### config.mk
export PLATFORM = sky130hd
export DESIGN_NAME = booth_seq_multiplier
export DESIGN_NICKNAME = d
export VERILOG_FILES = /design/src/rtl/booth_seq_multiplier_pkg.sv /design/src/rtl/booth_seq_multiplier_booth_step.sv /design/src/rtl/booth_seq_multiplier.sv
export SDC_FILE = /design/constraint.sdc
export NUM_CORES = 1
export LEC_CHECK = 0
export ABC_AREA = 1
export CAP_MARGIN = 20
export CORE_ASPECT_RATIO = 0.7
export CORE_UTILIZATION = 45
export DETAILED_ROUTE_END_ITERATION = 10
export GPL_TIMING_DRIVEN = 0
export PLACE_DENSITY = 0.68
export SETUP_SLACK_MARGIN = 0.1
export SYNTH_ARGS = -nofsm -noshare
export SYNTH_HDL_FRONTEND = slang
export SYNTH_HIERARCHICAL = 1
export SYNTH_SLANG_ARGS = --single-unit
### constraint.sdc
create_clock -name clk -period 2.6 [get_ports clk]
set_input_delay 0.78 -clock clk [delete_from_list [all_inputs] [get_ports clk]]
set_output_delay 0.78 -clock clk [all_outputs]
set_load 0.01 [all_outputs]
### src/rtl/booth_seq_multiplier_pkg.sv
// Shared state encoding and Booth recode constants for the sequential multiplier.
package mult_pkg;

    typedef enum logic [1:0] {
        IDLE = 2'd0,
        RUN  = 2'd1,
        DONE = 2'd2
    } mult_state_t;

    // Indexed by {Q[0], q_m1}; 2'b11 behaves like NOP.
    localparam logic [1:0] BOOTH_NOP = 2'b00;
    localparam logic [1:0] BOOTH_ADD = 2'b01;
    localparam logic [1:0] BOOTH_SUB = 2'b10;

endpackage

### src/rtl/booth_seq_multiplier_booth_step.sv
// One radix-2 Booth step: recode {Q[0], q_m1}, add/sub Mx into A, then
// arithmetic right shift of the {A, Q, q_m1} chain.
module booth_step
    import mult_pkg::*;
#(
    parameter int WIDTH = 8
) (
    input  logic [WIDTH:0]   a_i,
    input  logic [WIDTH-1:0] q_i,
    input  logic             qm1_i,
    input  logic [WIDTH:0]   mx_i,
    output logic [WIDTH:0]   a_o,
    output logic [WIDTH-1:0] q_o,
    output logic             qm1_o
);

    logic [WIDTH:0] sum;

    always_comb begin
        sum = a_i;
        case ({q_i[0], qm1_i})
            BOOTH_NOP: sum = a_i;
            BOOTH_ADD: sum = a_i + mx_i;
            BOOTH_SUB: sum = a_i - mx_i;
            default:   sum = a_i;
        endcase
    end

    // A carries one guard bit, so sum[WIDTH] is always the true sign.
    assign a_o   = {sum[WIDTH], sum[WIDTH:1]};
    assign q_o   = {sum[0], q_i[WIDTH-1:1]};
    assign qm1_o = q_i[0];

endmodule

### src/rtl/booth_seq_multiplier.sv
// Sequential signed Booth multiplier: one step per clock, valid/ready on both sides.
//   state | meaning
//   IDLE  | waiting for operands, in_ready high
//   RUN   | WIDTH Booth steps in progress, busy high
//   DONE  | product held, out_valid high until out_ready
module booth_seq_multiplier
    import mult_pkg::*;
#(
    parameter int WIDTH = 8
) (
    input  logic                 clk,
    input  logic                 rst_n,
    input  logic                 in_valid,
    output logic                 in_ready,
    input  logic [WIDTH-1:0]     multiplicand,
    input  logic [WIDTH-1:0]     multiplier,
    output logic                 out_valid,
    input  logic                 out_ready,
    output logic [2*WIDTH-1:0]   product,
    output logic                 busy
);

    localparam int CW = $clog2(WIDTH + 1);

    mult_state_t        state_q, state_d;
    logic [WIDTH:0]     a_q, a_d, a_step;
    logic [WIDTH-1:0]   q_q, q_d, q_step;
    logic               qm1_q, qm1_d, qm1_step;
    logic [WIDTH:0]     mx_q, mx_d;
    logic [CW-1:0]      cnt_q, cnt_d;
    logic [2*WIDTH-1:0] product_q, product_d;

    booth_step #(.WIDTH(WIDTH)) u_step (
        .a_i   (a_q),
        .q_i   (q_q),
        .qm1_i (qm1_q),
        .mx_i  (mx_q),
        .a_o   (a_step),
        .q_o   (q_step),
        .qm1_o (qm1_step)
    );

    always_comb begin
        state_d   = state_q;
        a_d       = a_q;
        q_d       = q_q;
        qm1_d     = qm1_q;
        mx_d      = mx_q;
        cnt_d     = cnt_q;
        product_d = product_q;
        case (state_q)
            IDLE: begin
                if (in_valid) begin
                    state_d = RUN;
                    a_d     = '0;
                    q_d     = multiplier;
                    qm1_d   = 1'b0;
                    mx_d    = {multiplicand[WIDTH-1], multiplicand};
                    cnt_d   = CW'(WIDTH);
                end
            end
            RUN: begin
                a_d   = a_step;
                q_d   = q_step;
                qm1_d = qm1_step;
                cnt_d = cnt_q - 1'b1;
                if (cnt_q == CW'(1)) begin
                    state_d   = DONE;
                    product_d = {a_step[WIDTH-1:0], q_step};
                end
            end
            DONE: begin
                if (out_ready) state_d = IDLE;
            end
            default: state_d = IDLE;
        endcase
    end

    always_ff @(posedge clk or negedge rst_n) begin
        if (!rst_n) begin
            state_q   <= IDLE;
            a_q       <= '0;
            q_q       <= '0;
            qm1_q     <= 1'b0;
            mx_q      <= '0;
            cnt_q     <= '0;
            product_q <= '0;
        end else begin
            state_q   <= state_d;
            a_q       <= a_d;
            q_q       <= q_d;
            qm1_q     <= qm1_d;
            mx_q      <= mx_d;
            cnt_q     <= cnt_d;
            product_q <= product_d;
        end
    end

    assign in_ready  = (state_q == IDLE);
    assign out_valid = (state_q == DONE);
    assign busy      = (state_q == RUN);
    assign product   = product_q;

endmodule

==> results of run 1 <==
worst reg2reg max path: cells and delay by family, from the launching register on:
kind / cells / cell delay (ps)
xor+xnor: 1 / 160
fa+ha+maj: 2 / 420
buf+inv: 4 / 380
flops: 1 / 390
simple gates: 10 / 920
logic make-up after synthesis:
kind of cell,Yosys count
flip-flops,48
AO/OA/AOI/OAI,48
adder cells (fa/ha/maj),13
AND/OR/NAND/NOR,177
buffers and inverters,65
XOR/XNOR,5
cell type report:
class	count	area, sq um
multi-input combinational	243	1371
clock buffer	6	82.58
fill	519	2278
sequential	48	1202
buffer	17	146.4
tap	75	93.84
timing repair buffer	46	447.9
inverter	48	180.2
clock inverter	2	38.79
worst min path at each step:
| stage | startpoint | endpoint | depth (start not counted) |
|---|---|---|---|
| 5_1_grt | rst_n | product[11] | 1 |
| 2_1_floorplan | qm1_q | qm1_q | 2 |
| 3_5_place_dp | qm1_q | qm1_q | 2 |
| 3_3_place_gp | qm1_q | qm1_q | 2 |
| 4_1_cts | rst_n | product[11] | 1 |
| 6_report | rst_n | product[8] | 1 |
cell usage after synthesis, drive strengths merged:
library cell and instances:
o31ai 2, xor2 3, o21bai 2, nand4 1, ha 12, dfrtp 48
inv 48, or2 1, buf 17, nand2 128, xnor2 2, fa 1
a21oi 7, nand3 22, o22ai 1, a21boi 1, nor2 24, o21ai 34
a31oi 1, nand3b 1
per-stage QoR:
| step | instances | total power, uW | setup TNS, ps |
|---|---|---|---|
| 6_report | 485 | 5430 | 0 |
| 5_1_grt | 485 | 5961 | 0 |
| 4_1_cts | 479 | 5026 | 0 |
| 3_5_place_dp | 470 | 4390 | 0 |
| 2_1_floorplan | 356 | 3579 | 0 |
| 3_3_place_gp | 469 | 4313 | -31070 |
registers in the layout, summed over array words and instances (netlist names):
signal,flops
mx_q,8
a_q,9
state_q,2
qm1_q,1
cnt_q,4
q_q,8
product,16
metal layers:
metal | GRT usage | wire (um)
met5 | 0 | 0
met2 | 0.3014 | 2402
met4 | 0.06716 | 49
met3 | 0.04000 | 310
met1 | 0.3049 | 3241
cells in the final DEF (no fill, tap or decap), types with 2 or more instances in the layout:
cell | Yosys | final
xnor2_1 | 2 | 2
nor2_1 | 20 | 18
xor2_1 | 3 | 3
a21oi_1 | 7 | 6
nor2_4 | 1 | 3
ha_1 | 12 | 7
dfrtp_1 | 48 | 47
nand3_1 | 21 | 20
clkbuf_8 | 0 | 6
buf_6 | 4 | 5
clkdlybuf4s50_1 | 0 | 37
o21ai_2 | 17 | 17
nand2_2 | 1 | 4
o21ai_0 | 17 | 15
o21ai_1 | 0 | 2
buf_4 | 12 | 19
nand2_1 | 127 | 124
inv_2 | 3 | 7
inv_1 | 45 | 41
o31ai_1 | 2 | 2
nor2_2 | 3 | 3
nand3_4 | 1 | 2
ha_4 | 0 | 5
power breakdown:
| part | leakage, uW | internal, uW | switching (uW) | total, uW |
|---|---|---|---|---|
| clock network | 0.0000614 | 315 | 266 | 581 |
| registers | 0.000608 | 1090 | 284 | 1370 |
| logic | 0.00110 | 1560 | 1910 | 3480 |
| total | 0.00177 | 2970 | 2460 | 5430 |
timing repair:
item / CTS / global route
hold buffers: 0 / 0
setup buffers: 1 / 6
gates resized for setup: 4 / 24
endpoints found under the setup margin: 2 / 10
pin swaps: 1 / 7
endpoints found under the hold margin: 0 / 0
==> metrics.yaml, run 1 <==
status: "finished, final reports clean"
finClkSkew_ps: 5.471
cp-end-kind: "primary output"
min_period_over_period: 0.9309
hold_path_class: "primary input to asynchronous set/reset pin"
fp.dieH_um: 67.85
num_antenna_cells: 0
powerDensity_nw_per_um2: 1524
gp_congestion: 0.8483
grt_pass1_vias: 2106
ant_nets: 0
synth.top_cell.area_share: 0.4309
arrival_ps: 1640
setup_viol: 0
reg2reg_depth: 17
leakage_uw: 0.001774
tightest_slew_ps: 445.0
slew_viol_final: 0
fmax_mhz: 413.2
endpoint: "busy"
clock-sinks: 48
via_count: 2319
die_area_sq_um: 6519
grt_pass1_wl_um: 9998
grt_max_degree: 38
worst-path-stages: 4
seq_area_frac_synth: 0.4309
cp_num_buf_inv: 3
fp.dieW_um: 96.08
synth-adder-area-share: 0.06104
r2r-start: "qm1_q"
grt_overflow: 0
cts-root-buf: "clkbuf_8"
synth_area_leader_cell: "dfrtp_1"
ys_types: 28
wire_per_inst_um: 12.38
cp-startpoint: "state_q[0]"
synth_nets: 389
clk_latency_ps: 310
ys_top_cells_by_area: "dfrtp_1 43%, nand2_1 17%, inv_1 6.1%"
dp_hpwl_um: 4286
critical_path.top_delay_family: "buffers and inverters"
clockBufferDepth: 2
period_minus_slack_ps: 2420
crit_required_ps: 1820
hold_violations: 0
ioPinCount: 39
syn_avg_cell_area_sq_um: 7.831
post-route-util: 0.6100
grt_usage: 0.2058
syn2layout_area_growth_pct: 27.83
synth_compound_area_frac: 0.1145
placed_cell_area_sq_um: 3277
criticalPathCategory: "flip-flop to primary output"
slew_headroom: 0.7033
path_cells: "inv_2, nor2_4, buf_6, clkdlybuf4s50_1"
r2r_end: "a_q[8]"
yosys.area_share.simple: 0.2630
start_kind: "flip-flop"
synth-seq-cells: 48
setup_ws_ps: 179.6
cap_violations: 0
cts_made_buffers: 5
synth_xor_area_frac: 0.01571
slowest_stage: "clkdlybuf4s50_1"
cp_max_fo: 10
dr.pass1.iters: 4
layout-drive-gt1-share: 0.1927
syn-cell-area_sq_um: 2788
ff2ff_setup_slack_ps: 240
drtIter0Drc: 132
rows: 23
routed_wl_um: 6004
synth_cells: 356
drc: 0
synth_mux_area_frac: 0
viasPerCell: 4.781
finish.instance_area_sq_um: 3563
fin_hold_ws_ps: 349.6
cts_tree: "done"
rsz0062_at_grt: "false"
initial_core_util: 0.4772
synth_top_family_by_area: "simple AND/OR/NAND/NOR gates"
antenna_found_initial: 0
vdd_drop_max_v: 0.0005715
h-tree-depth: 2
dp_slack_ps: 149.7
yosys_warnings: 6
cts.clk_slew.worst_paths_ps: 90
final_nets: 442
io_buffers: 38
core_area_sq_um: 5842
slowest_delay_ps: 540
(Power assumes the default switching activity.)
==> run 2: changes to the inputs <==
--- a/config.mk
+++ b/config.mk
@@ -6,6 +6,7 @@
 export NUM_CORES = 1
 export LEC_CHECK = 0
 export ABC_AREA = 1
+export ABC_CLOCK_PERIOD_IN_PS = 2600
 export CAP_MARGIN = 20
 export CORE_ASPECT_RATIO = 0.7
 export CORE_UTILIZATION = 45
==> results of run 2 <==
Same layout as run 1: the final DEF is identical, and so are final timing and power.
